**config.mk**
```make
export PLATFORM = sky130hd
export DESIGN_NAME = trena_transmissor_serial
export DESIGN_NICKNAME = d
export VERILOG_FILES = /design/src/rtl/trena_transmissor_serial.sv
export SDC_FILE = /design/constraint.sdc
export NUM_CORES = 1
export LEC_CHECK = 0
export BUFFER_PORTS_ARGS = -buffer_cell sky130_fd_sc_hd__buf_2
export CORE_UTILIZATION = 30
export DETAILED_ROUTE_END_ITERATION = 10
export PLACE_DENSITY_LB_ADDON = 0.2
export REMOVE_ABC_BUFFERS = 1
export SLEW_MARGIN = 5
export SYNTH_ARGS = -nofsm -noshare
export SYNTH_HDL_FRONTEND = slang
export SYNTH_SLANG_ARGS = --single-unit
```
**constraint.sdc**
```tcl
create_clock -name clock -period 2.4 [get_ports clock]
set_input_delay 0.6 -clock clock [delete_from_list [all_inputs] [get_ports clock]]
set_output_delay 0.6 -clock clock [all_outputs]
set_load 0.05 [all_outputs]
```
**src/rtl/trena_transmissor_serial.sv**
```systemverilog
// Serial transmitter for the tape-measure datapath.
// Sends the three latched BCD digits plus a terminator as 7E2 ASCII frames.
module trena_transmissor_serial #(
  parameter int         CLK_DIV    = 434,
  parameter logic [6:0] TERMINADOR = 7'h23
) (
  input  logic       clock,
  input  logic       reset,
  input  logic       transmitir,
  input  logic [3:0] centena,
  input  logic [3:0] dezena,
  input  logic [3:0] unidade,
  output logic       saida_serial,
  output logic       envio_pronto,
  output logic       ocupado,
  output logic [3:0] db_estado
);

  localparam int CW = (CLK_DIV > 2) ? $clog2(CLK_DIV) : 1;

  typedef enum logic [2:0] {
    IDLE    = 3'd0,
    CARREGA = 3'd1,
    ENVIA   = 3'd2,
    PROXIMO = 3'd3,
    FIM     = 3'd4
  } estado_t;

  estado_t     estado, prox_estado;
  logic [CW-1:0] cnt_baud;
  logic [3:0]  cnt_bit;
  logic [1:0]  indice;
  logic [3:0]  cen_r, dez_r, uni_r;
  logic [10:0] quadro;     // bit 0 is the bit currently on the line
  logic [6:0]  caractere;
  logic        fim_bit;

  assign fim_bit = (cnt_baud == CW'(CLK_DIV - 1));

  // Character for the current index, built from the latched digits
  always_comb begin
    caractere = TERMINADOR;
    case (indice)
      2'd0:    caractere = 7'h30 + {3'b000, cen_r};
      2'd1:    caractere = 7'h30 + {3'b000, dez_r};
      2'd2:    caractere = 7'h30 + {3'b000, uni_r};
      default: caractere = TERMINADOR;
    endcase
  end

  // State register
  always_ff @(posedge clock or negedge reset) begin
    if (!reset) estado <= IDLE;
    else        estado <= prox_estado;
  end

  // Next-state logic
  always_comb begin
    prox_estado = estado;
    case (estado)
      IDLE:    if (transmitir) prox_estado = CARREGA;
      CARREGA: prox_estado = ENVIA;
      ENVIA:   if (fim_bit && cnt_bit == 4'd10) prox_estado = PROXIMO;
      PROXIMO: prox_estado = (indice != 2'd3) ? CARREGA : FIM;
      FIM:     prox_estado = IDLE;
      default: prox_estado = IDLE;
    endcase
  end

  // Datapath: digit latch, frame shift register, bit/baud counters, index
  always_ff @(posedge clock or negedge reset) begin
    if (!reset) begin
      cnt_baud <= '0;
      cnt_bit  <= '0;
      indice   <= '0;
      cen_r    <= '0;
      dez_r    <= '0;
      uni_r    <= '0;
      quadro   <= '1;
    end else begin
      case (estado)
        IDLE: if (transmitir) begin
          cen_r  <= centena;
          dez_r  <= dezena;
          uni_r  <= unidade;
          indice <= '0;
        end
        CARREGA: begin
          // stop, stop, even parity, data LSB first, start
          quadro   <= {2'b11, ^caractere, caractere, 1'b0};
          cnt_baud <= '0;
          cnt_bit  <= '0;
        end
        ENVIA: begin
          if (fim_bit) begin
            cnt_baud <= '0;
            cnt_bit  <= cnt_bit + 4'd1;
            quadro   <= {1'b1, quadro[10:1]};
          end else begin
            cnt_baud <= cnt_baud + CW'(1);
          end
        end
        PROXIMO: indice <= indice + 2'd1;
        default: ;
      endcase
    end
  end

  // Outputs decoded from state and the registered frame only
  always_comb begin
    saida_serial = 1'b1;
    if (estado == ENVIA) saida_serial = quadro[0];
    envio_pronto = (estado == FIM);
    ocupado      = (estado != IDLE);
    db_estado    = {1'b0, estado};
  end

endmodule
```
### Yosys cells after proc, flatten, opt, wreduce, memory -nomap -nowiden

Cells that the tools add are included.
Widths: inputs -> output; s select.

* eq/ne operators: 12
* reductions and logical operators: 11
* multiplexer cells: 14
* $add $sub $neg: 6

Operator list (count)
* $pmux 11 s2: 1
* $add 6x4->7 const A: 3
* $pmux 7 s3: 1
* $pmux 9 s2: 1
* $pmux 3 s4: 1
* $mux 11: 1
* $add 9x1->9 const B: 1
* $eq 9x9->1 const B: 1
* $mux 3: 3
* $mux 9: 1
* $ne 2x2->1 const B: 4
* $pmux 4 s2: 1
* $reduce_and 2->1: 4
* $reduce_xor 7->1: 1
* $eq 3x2->1 const B: 2
* $add 4x1->4 const B: 1
* $eq 4x4->1 const B: 1
* $mux 4: 1
* $pmux 2 s2: 1
* $reduce_bool 2->1: 2
* $eq 3x1->1 const B: 1
* $eq 3x3->1 const B: 1
* $logic_not 3->1: 1
* $reduce_bool 3->1: 1
* 7 further kinds: 7

* flip-flop bits (word level): 41
* output and inout bits: 7
* input port bits: 15

### Depth between registers and ports, before layout

Gate-level depths: netlist (run 1).

* depth in word-level cells: 4
* mapped depth: 8

### Least setup slack after synthesis (run 1)

No wires, ideal clock.

* kind: reg2out
* from: register estado[1]
* to: output envio_pronto
* cell stages (with the launch flop): 3
* buffers on the path: 1
* required time: 1800 ps
* path slack: -181 ps
* arrival: 1981 ps
* cells stage by stage: dfrtp_1 -> buf_2 -> nor3b_1

* word-level cells in the longest chain between the ends: 1

Ends and longest elaborated chain
* from (decl): RTL line 29 `estado_t estado, prox_estado;`
* from (signal assigned): RTL line 54 `else estado <= prox_estado;`
* $eq 3x3->1: RTL line 113 `envio_pronto = (estado == FIM);`
* to (decl): RTL line 14 `output logic envio_pronto,`

Every way passes these cells.

### Worst setup path in the final report (run 1)

* from: register cnt_baud[6]
* to: register cnt_baud[3]

* word-level cells in the longest chain between the ends: 3

Ends and longest elaborated chain
* from (decl): RTL line 30 `logic [CW-1:0] cnt_baud;`
* from (signal assigned): RTL line 100 `cnt_baud <= cnt_baud + CW'(1);`
* $eq 9x9->1: RTL line 38 `assign fim_bit = (cnt_baud == CW'(CLK_DIV - 1));`
* $mux 9: RTL line 95 `if (fim_bit) begin`
* $pmux 9 s2: RTL line 81 `case (estado)`

Every way passes these cells.
A chain may end at the register's enable or synchronous reset.

==> flow_summary.toml, run 1 <==
[routing]
dr.pass1.iters = 4
drc = 0
wl_um = 4020
drt_iter0_markers = 109
viasPerCell = 4.99
vias = 1473
wl_per_cell_um = 13.6
antenna_left = 0

[clock_tree]
h-tree-depth = 2
post_cts_buffers = 0
ctsResizeCount = 0
tritoncts = "built"
cts.clk_slew.worst_paths_ns = 0.08
clockBufferDepth = 2
cts-root-buf = "clkbuf_8"
cts_sinks = 39
cts_hold_buf = 0
cts_made_buffers = 5
clock_latency_ns = 0.29

[critical_path]
cp-endpoint = "cnt_baud[3]"
cp-start-kind = "flip-flop"
reg2reg_depth = 5
critPathLaunch = "cnt_baud[6]"
critPathRequiredTime_ns = 2.55
crit_chain = "or4b_4, o21ai_1, nor2b_1, o21ai_0, o31ai_1"
r2r_setup_slack_ns = 0.27
cpMaxStageDelayCell = "o21ai_1"
worstSetupPathType = "reg -> reg"
cp.arrival_ns = 2.28
slowest_delay_ns = 0.63
endpoint_kind = "flip-flop"
worst-path-max-fanout = 11
r2r_start = "cnt_baud[6]"
r2r_end = "cnt_baud[3]"

[sta]
worst_slew_pin_slew_ns = 0.759
holdWs_ns = 0.265
drv_slew = 0
rsz0062_at_grt = "no"
max_freq_mhz = 470
final-setup-viol-count = 0
maxSlewHeadroom_pct = 49.1
finalWorstSetupSlack_ns = 0.274
finalCritPeriodShare_pct = 88.6
fin_skew_ns = 0.00637
layout_min_cycle_time_ns = 2.13
hold_violations = 0

[cells_and_area]
num_antenna_cells = 0
syn_to_final_growth_pct = 15.5
multiInputGateArea_sq_um = 906
fin_nets = 240
final_util_pct = 36.1
fillers = 637
seq_area_sq_um = 987
drive_gt1_share_pct = 26.1

[global_routing]
grt-ovfl-total = 0
grt_pass1_wl_um = 7240
antenna_found_initial = 0
grt_max_degree = 21
grt.total_usage_pct = 12.9
grt_pass1_vias = 1449

[die]
rows = 29
core_area_sq_um = 6350
ios = 22
die_h_um = 83.3
chipWidth_um = 83.3
initial_core_util_pct = 31.2
dieArea_sq_um = 6940

[logic_synthesis]
ys_warn_count = 0
synth_edf_count = 0
syn_area_per_cell_sq_um = 10.3
netlist_instances = 193
synth_area_sq_um = 1980
synth_ff_type = "dfrtp_1"
synth.distinct_cells = 45
yosys_register_bits = 39
async_flop_share_pct = 100
ys_seq_area_share_pct = 49.8

[pwr]
vdd_drop_max_uv = 436
p_switching_uw = 1110
power_uw = 2830
p_seq_share_pct = 37.7
powerDensity_nw_per_um2 = 1240
p_int_uw = 1720
p_clk_share_pct = 20.0
swShare_pct = 39.3
comb_power_share_pct = 42.3
leakage_uw = 0.00101

[status]
status = "complete, no violations"

[job]
maxCapViolCount = 0

[place]
finalWeightedCongestion = 0.744
dp_slack_ns = 0.283
dp_hpwl_um = 3040
port_buffers = 20

[min_path]
hold_path_class = "in -> async"
==> synth_stat cells, types with 2 or more instances <==
master | number | area share (%)
a211oi_1 | 3 | 1.1
a21oi_1 | 8 | 2.0
a222oi_1 | 2 | 1.0
a22o_1 | 2 | 0.88
a22oi_1 | 2 | 0.76
a31oi_1 | 2 | 0.63
and3_1 | 4 | 1.3
buf_2 | 3 | 0.76
buf_6 | 2 | 1.1
dfrtp_1 | 30 | 38
dfstp_2 | 9 | 12
ha_1 | 8 | 5.0
inv_1 | 10 | 1.9
mux2_2 | 11 | 6.2
nand2_1 | 18 | 3.4
nand2b_1 | 3 | 0.95
nand3_1 | 8 | 2.0
nor2_1 | 12 | 2.3
nor2b_1 | 2 | 0.63
nor3_1 | 2 | 0.50
nor3b_2 | 2 | 1.3
o21ai_0 | 13 | 3.3
o21ai_1 | 10 | 2.5
o22ai_1 | 2 | 0.63
o31ai_1 | 2 | 0.76
or3_1 | 2 | 0.63
xnor2_1 | 3 | 1.3
==> registers in the layout, summed over array words and instances (netlist names) <==
signal    count
quadro        9
estado        3
cen_r         4
cnt_bit       4
dez_r         4
uni_r         4
indice        2
cnt_baud      9
==> worst min-delay path by stage <==
stage / cells past startpoint / slack, ns / from / to
after global routing: 1 / 0.29 / reset / dez_r[3]
after global placement: 2 / 0.46 / quadro[2] / quadro[2]
after detailed placement: 2 / 0.45 / quadro[2] / quadro[2]
after CTS: 1 / 0.28 / reset / cnt_baud[1]
final: 1 / 0.26 / reset / cnt_baud[1]
after floorplan: 0 / 0.30 / reset / cen_r[0]
==> stage by stage <==
stage / TNS (ns) / instances / cell area (sq um)
final: 0 / 295 / 2290
after CTS: 0 / 295 / 2290
after detailed placement: 0 / 287 / 2170
after global routing: 0 / 295 / 2290
after floorplan: -1.04 / 186 / 1930
after global placement: 0 / 287 / 2170
==> power groups by stage <==
stage,clock [uW],combinational [uW],sequential [uW]
4_1_cts,585,1210,1070
3_3_place_gp,0,1200,1080
6_report,566,1200,1070
5_1_grt,619,1330,1100
2_1_floorplan,0,841,1100
3_5_place_dp,0,1210,1080
==> critical path: cells and delay by family (launching register included) <==
kind             cells  cell delay (ns)
flip-flops           1             0.43
AND/OR/NAND/NOR      2             0.68
AO/OA/AOI/OAI        3             0.88
==> cells by family (layout without fill, tap and decap cells) <==
family / count (synthesis) / after routing / share of synthesized area [%]
and+or+nand+nor: 61 / 61 / 16.7
xor gates and xnor gates: 4 / 4 / 1.77
buffers and inverters: 18 / 43 / 4.54
other: 1 / 1 / 0.189
adders and majority gates: 8 / 8 / 5.05
muxes: 11 / 11 / 6.25
DFF: 39 / 39 / 49.8
AOI/OAI and AO/OA: 51 / 51 / 15.8
==> metal layers <==
| layer | track usage, % | share of wire [%] | vias up |
|---|---|---|---|
| met3 | 2.98 | 2.4 | 6 |
| met1 | 19.1 | 52 | 711 |
| met4 | 4.23 | 1.5 | 0 |
| met5 | 0 | 0 | - |
| li1 | - | - | 735 |
| met2 | 18.6 | 44 | 21 |
==> cells in the final DEF (no fill, tap or decap), drive strengths merged <==
| cell type | instances |
|---|---|
| a21boi | 1 |
| o31ai | 2 |
| o22ai | 2 |
| and3 | 4 |
| nand2b | 3 |
| nand4b | 1 |
| mux2 | 11 |
| or4b | 1 |
| or3b | 1 |
| a31oi | 2 |
| nor2 | 13 |
| nor3 | 3 |
| dfrtp | 30 |
| nand4 | 1 |
| a22oi | 2 |
| a21oi | 8 |
| nor3b | 3 |
| nor2b | 2 |
| o32a | 1 |
| nand2 | 18 |
| o21ai | 23 |
| conb | 1 |
| a22o | 2 |
| inv | 10 |
| a211oi | 3 |
| or3 | 2 |
| o22a | 1 |
| xor2 | 1 |
| dfstp | 9 |
| clkinv | 2 |
| xnor2 | 3 |
| o41ai | 1 |
| bufinv | 1 |
| nor4 | 1 |
| buf | 24 |
| nand3 | 8 |
| o21a | 1 |
| ha | 8 |
| a222oi | 2 |
| clkbuf | 6 |
==> cell type report <==
cell class                 count  area share (%)
clock buffer                   6            3.60
clock inverter                 2            1.53
inverter                      11            1.80
multi-input combinational    136            39.5
sequential                    39            43.1
tap                           77            4.21
timing repair buffer          24            6.23
(Power assumes the default switching activity.)
==> run 2: changes to the inputs <==
--- a/config.mk
+++ b/config.mk
@@ -8,7 +8,7 @@
 export BUFFER_PORTS_ARGS = -buffer_cell sky130_fd_sc_hd__buf_2
 export CORE_UTILIZATION = 30
 export DETAILED_ROUTE_END_ITERATION = 10
-export PLACE_DENSITY_LB_ADDON = 0.2
+export PLACE_DENSITY = 0.43
 export REMOVE_ABC_BUFFERS = 1
 export SLEW_MARGIN = 5
 export SYNTH_ARGS = -nofsm -noshare
==> run 2 against run 1 <==
Sequential cell count is the same. Sequential power is essentially flat. Non-clock buffer count grew 4. Via count grew 1.1%. Highest routed layer unchanged.
==> flow_summary.toml, run 2 (synthesis gave the netlist of run 1 again) <==
[cells_and_area]
post-route-cell-area_sq_um = 2280
largestRegisters = "cnt_baud (9), quadro (9)"
fin_nets = 244
syn_to_final_growth_pct = 15.1
num_antenna_cells = 0
layout_commonest_cell = "dfrtp_1"
fin_cells = 299
drive_gt1_share_pct = 27.5
layout_common_cells = "dfrtp_1 (30), buf_2 (20), nand2_1 (18)"

[sta]
worst_slew_pin_slew_ns = 0.523
layout_min_cycle_time_ns = 2.22
maxSlewHeadroom_pct = 65.2
hold_violations = 0
drv_slew = 0
finalCritPeriodShare_pct = 92.6
final-setup-viol-count = 0
max_freq_mhz = 450
rsz0062_at_grt = "no"
fin_skew_ns = 0.00828

[critical_path]
critPathRequiredTime_ns = 1.80
endpoint_kind = "output port"
worst-path-max-fanout = 9
cp-endpoint = "saida_serial"
r2r_end = "quadro[8]"
cp-start-kind = "flip-flop"
r2r_setup_slack_ns = 0.41
critPathLaunch = "estado[0]"
reg2reg_depth = 7
cp.arrival_ns = 1.62
r2r_start = "indice[0]"
worstSetupPathType = "reg -> out"

[clock_tree]
cts_hold_buf = 0
clock_latency_ns = 0.30
cts_made_buffers = 5
tritoncts = "built"
cts_sinks = 39
cts.clk_slew.worst_paths_ns = 0.09
h-tree-depth = 2
clockBufferDepth = 2
ctsResizeCount = 0
post_cts_buffers = 0
cts-root-buf = "clkbuf_8"

[die]
core_area_sq_um = 6350
chipWidth_um = 83.3
rows = 29
ios = 22
dieArea_sq_um = 6940
initial_core_util_pct = 31.2
die_h_um = 83.3

[routing]
antenna_left = 0
vias = 1489
viasPerCell = 4.98
wl_per_cell_um = 14.1
dr.pass1.iters = 4
drt_iter0_markers = 66
wl_um = 4200
drc = 0

[global_routing]
grt_max_degree = 40
antenna_found_initial = 0
grt_pass1_vias = 1450
grt.total_usage_pct = 13.2
grt_pass1_wl_um = 7250
use_met2_pct = 18.6
busiest_layer = "met1"
grt-ovfl-total = 0
grtUsageMet3_pct = 3.78
use_met1_pct = 19.1

[pwr]
p_switching_uw = 1160
p_clk_share_pct = 16.9
powerDensity_nw_per_um2 = 1220
comb_power_share_pct = 44.8
vdd_drop_max_uv = 464
p_seq_share_pct = 38.3
swShare_pct = 41.6
p_int_uw = 1630
leakage_uw = 0.00100

[status]
status = "complete, no violations"

[job]
maxCapViolCount = 0

[place]
port_buffers = 20
dp_hpwl_um = 2990
finalWeightedCongestion = 0.800
dp.cells = 291
place_area_sq_um = 2190

[min_path]
hold_path_class = "in -> async"
## run 2: power groups by stage
stage          logic, uW  clock network, uW  registers (uW)
6_report            1250                472            1070
5_1_grt             1390                513            1100
4_1_cts             1270                496            1070
3_5_place_dp        1260                  0            1090
3_3_place_gp        1260                  0            1100
2_1_floorplan        841                  0            1100
## run 2: worst min-delay path by stage
stage          cells after the start  slack, ns         end       from
3_5_place_dp                       2       0.45   quadro[2]  quadro[2]
2_1_floorplan                      0       0.30    cen_r[0]      reset
4_1_cts                            2       0.36    dez_r[0]      reset
3_3_place_gp                       2       0.45   quadro[3]  quadro[3]
6_report                           2       0.35  cnt_bit[1]      reset
5_1_grt                            2       0.38    dez_r[0]      reset
## run 2: layout make-up
class                           count  area (sq um)
Timing Repair Buffer               28           160
Multi-Input combinational cell    136           906
Fill cell                         634          4070
Inverter                           11          41.3
Clock buffer                        5          68.8
Sequential cell                    39           987
Clock inverter                      3          23.8
Tap cell                           77          96.3
## run 2: worst max-delay path, stage by stage, from the launching register on
cell and delay (ns):
dfrtp_1 0.50, nor3b_2 0.50, nand2b_1 0.09, buf_2 0.22
## run 2: through the flow
step / total power [uW] / setup slack (ns) / util, % / TNS, ns / hold slack [ns]
final: 2790 / 0.177 / 36.0 / 0 / 0.346
after global routing: 3000 / 0.0470 / 36.0 / 0 / 0.384
after CTS: 2840 / 0.136 / 36.0 / 0 / 0.363
after detailed placement: 2350 / 0.418 / 34.5 / 0 / 0.454
after global placement: 2360 / 0.412 / 34.5 / 0 / 0.450
after floorplan: 1940 / -0.159 / - / -1.04 / 0.304
## run 2: layer usage
| metal | vias up | share of wire (%) |
|---|---|---|
| met5 | - | 0 |
| li1 | 747 | - |
| met3 | 7 | 3.5 |
| met4 | 0 | 1.4 |
| met2 | 18 | 42 |
| met1 | 717 | 54 |
==> run 3: changes to the inputs <==
--- a/config.mk
+++ b/config.mk
@@ -8,7 +8,6 @@
 export BUFFER_PORTS_ARGS = -buffer_cell sky130_fd_sc_hd__buf_2
 export CORE_UTILIZATION = 30
 export DETAILED_ROUTE_END_ITERATION = 10
-export PLACE_DENSITY = 0.43
 export REMOVE_ABC_BUFFERS = 1
 export SLEW_MARGIN = 5
 export SYNTH_ARGS = -nofsm -noshare
==> run 3 against run 2 <==
Die area unchanged. Register-to-register slack got worse by 0.05 ns. Core utilization about the same. Non-clock buffer count decreased by 1. First-iteration DRC count decreased by 12%. Global-route usage decreased by 0.075 points. Critical path depth unchanged. Maximum frequency increased by 2.4%. Combinational power about the same. Clock skew increased by 0.0030 ns. Largest power group unchanged.
==> flow_summary.toml, run 3 (synthesis gave the netlist of run 1 again) <==
[clock_tree]
cts_sinks = 39
cts.clk_slew.worst_paths_ns = 0.09
ctsResizeCount = 0
h-tree-depth = 2
cts_hold_buf = 0
cts_made_buffers = 5
tritoncts = "built"
clockBufferDepth = 2
clock_latency_ns = 0.30
cts-root-buf = "clkbuf_8"
post_cts_buffers = 0

[routing]
vias = 1479
antenna_left = 0
drt_iter0_markers = 58
drc = 0
wl_um = 4020
dr.pass1.iters = 4
wl_per_cell_um = 13.5
viasPerCell = 4.96

[cells_and_area]
largestRegisters = "cnt_baud (9), quadro (9)"
syn_to_final_growth_pct = 15.1
post-route-cell-area_sq_um = 2280
fin_nets = 243
fillers = 633
layout_commonest_cell = "dfrtp_1"
multiInputGateArea_sq_um = 906
num_antenna_cells = 0
seq_area_sq_um = 987
layout_common_cells = "dfrtp_1 (30), buf_2 (20), nand2_1 (18)"
drive_gt1_share_pct = 27.1

[pwr]
leakage_uw = 0.00100
vdd_drop_max_uv = 546
swShare_pct = 40.8
p_switching_uw = 1130
p_int_uw = 1640
p_seq_share_pct = 38.6
comb_power_share_pct = 44.0
powerDensity_nw_per_um2 = 1210
p_clk_share_pct = 17.3

[critical_path]
r2r_setup_slack_ns = 0.36
cp.arrival_ns = 1.57
endpoint_kind = "output port"
slowest_delay_ns = 0.46
worstSetupPathType = "reg -> out"
reg2reg_depth = 5
cp-start-kind = "flip-flop"
crit_chain = "nor3b_2, nand2b_1, buf_2"
critPathRequiredTime_ns = 1.80
worst-path-max-fanout = 9
crit_buf_inv = 1
r2r_end = "cnt_bit[3]"
cpLargestDelayFamily = "simple AND/OR/NAND/NOR gates"
r2r_start = "cnt_baud[6]"
cpMaxStageDelayCell = "dfrtp_1"

[die]
core_area_sq_um = 6350
chipWidth_um = 83.3
dieArea_sq_um = 6940
rows = 29
ios = 22
die_h_um = 83.3
initial_core_util_pct = 31.2

[min_path]
hold_path_class = "in -> async"

[global_routing]
use_met2_pct = 20.2
grt.total_usage_pct = 13.1
use_met1_pct = 17.2
antenna_found_initial = 0
grt_pass1_wl_um = 7260
grt-ovfl-total = 0
grt_max_degree = 23
busiest_layer = "met2"
grtUsageMet3_pct = 3.48
grt_pass1_vias = 1510

[status]
status = "complete, no violations"

[place]
finalWeightedCongestion = 0.866
place_area_sq_um = 2180
dp_hpwl_um = 2950
port_buffers = 20

[sta]
final-setup-viol-count = 0
worst_slew_pin_slew_ns = 0.556
max_freq_mhz = 460
hold_violations = 0
maxSlewHeadroom_pct = 62.8
drv_slew = 0
finalCritPeriodShare_pct = 90.5
fin_skew_ns = 0.0113
fin_tns_setup_ns = 0
rsz0062_at_grt = "no"
layout_min_cycle_time_ns = 2.17

[job]
maxCapViolCount = 0
## run 3: changes by cell type in the layout (fill, tap and decap cells not counted)
cell and change:
clkinv_4 +1, clkbuf_8 +1, clkinvlp_4 -1, buf_4 -1
inv_6 -1
## run 3: worst max path at each step
stage                      startpoint           end  depth (start not counted)
final                       estado[0]  saida_serial                          3
after global routing        estado[0]  saida_serial                          3
after CTS                   estado[0]  saida_serial                          3
after detailed placement  cnt_baud[6]    cnt_bit[3]                          5
after global placement    cnt_baud[6]    cnt_bit[3]                          5
after floorplan             estado[2]  envio_pronto                          1
## run 3: final cells by class
type | count | share of cell area [%]
clock buffers | 6 | 3.62
clock inverters | 2 | 0.713
inverters | 11 | 1.81
multi-input cells | 136 | 39.7
flip-flops and latches | 39 | 43.3
well taps | 77 | 4.22
repair buffers | 27 | 6.69
## run 3: worst register-to-register path: cells and delay by family (launching register included)
| family | cells | cell delay (ns) |
|---|---|---|
| flip-flops | 1 | 0.44 |
| AND/OR/NAND/NOR | 4 | 1.38 |
| AO/OA/AOI/OAI | 1 | 0.14 |
## run 3: routing by layer
metal / vias up / share of wire [%]
met5: - / 0
met4: 0 / 2.5
met3: 11 / 3.1
met2: 30 / 46
met1: 699 / 49
li1: 739 / -
## run 3: power by group through the flow
stage	Sequential, uW	Clock, uW	Combinational (uW)
2_1_floorplan	1100	0	841
3_3_place_gp	1080	0	1200
3_5_place_dp	1080	0	1230
4_1_cts	1070	490	1230
5_1_grt	1110	520	1370
6_report	1070	480	1220
## run 3: per-stage QoR
stage	utilization (%)	setup WS, ns	hold WS [ns]	cells	power [uW]
4_1_cts	35.9	0.210	0.287	298	2790
3_5_place_dp	34.4	0.386	0.455	290	2310
6_report	35.9	0.228	0.267	298	2770
2_1_floorplan	-	-0.159	0.304	186	1940
3_3_place_gp	34.4	0.439	0.453	290	2280
5_1_grt	35.9	0.0954	0.298	298	2990
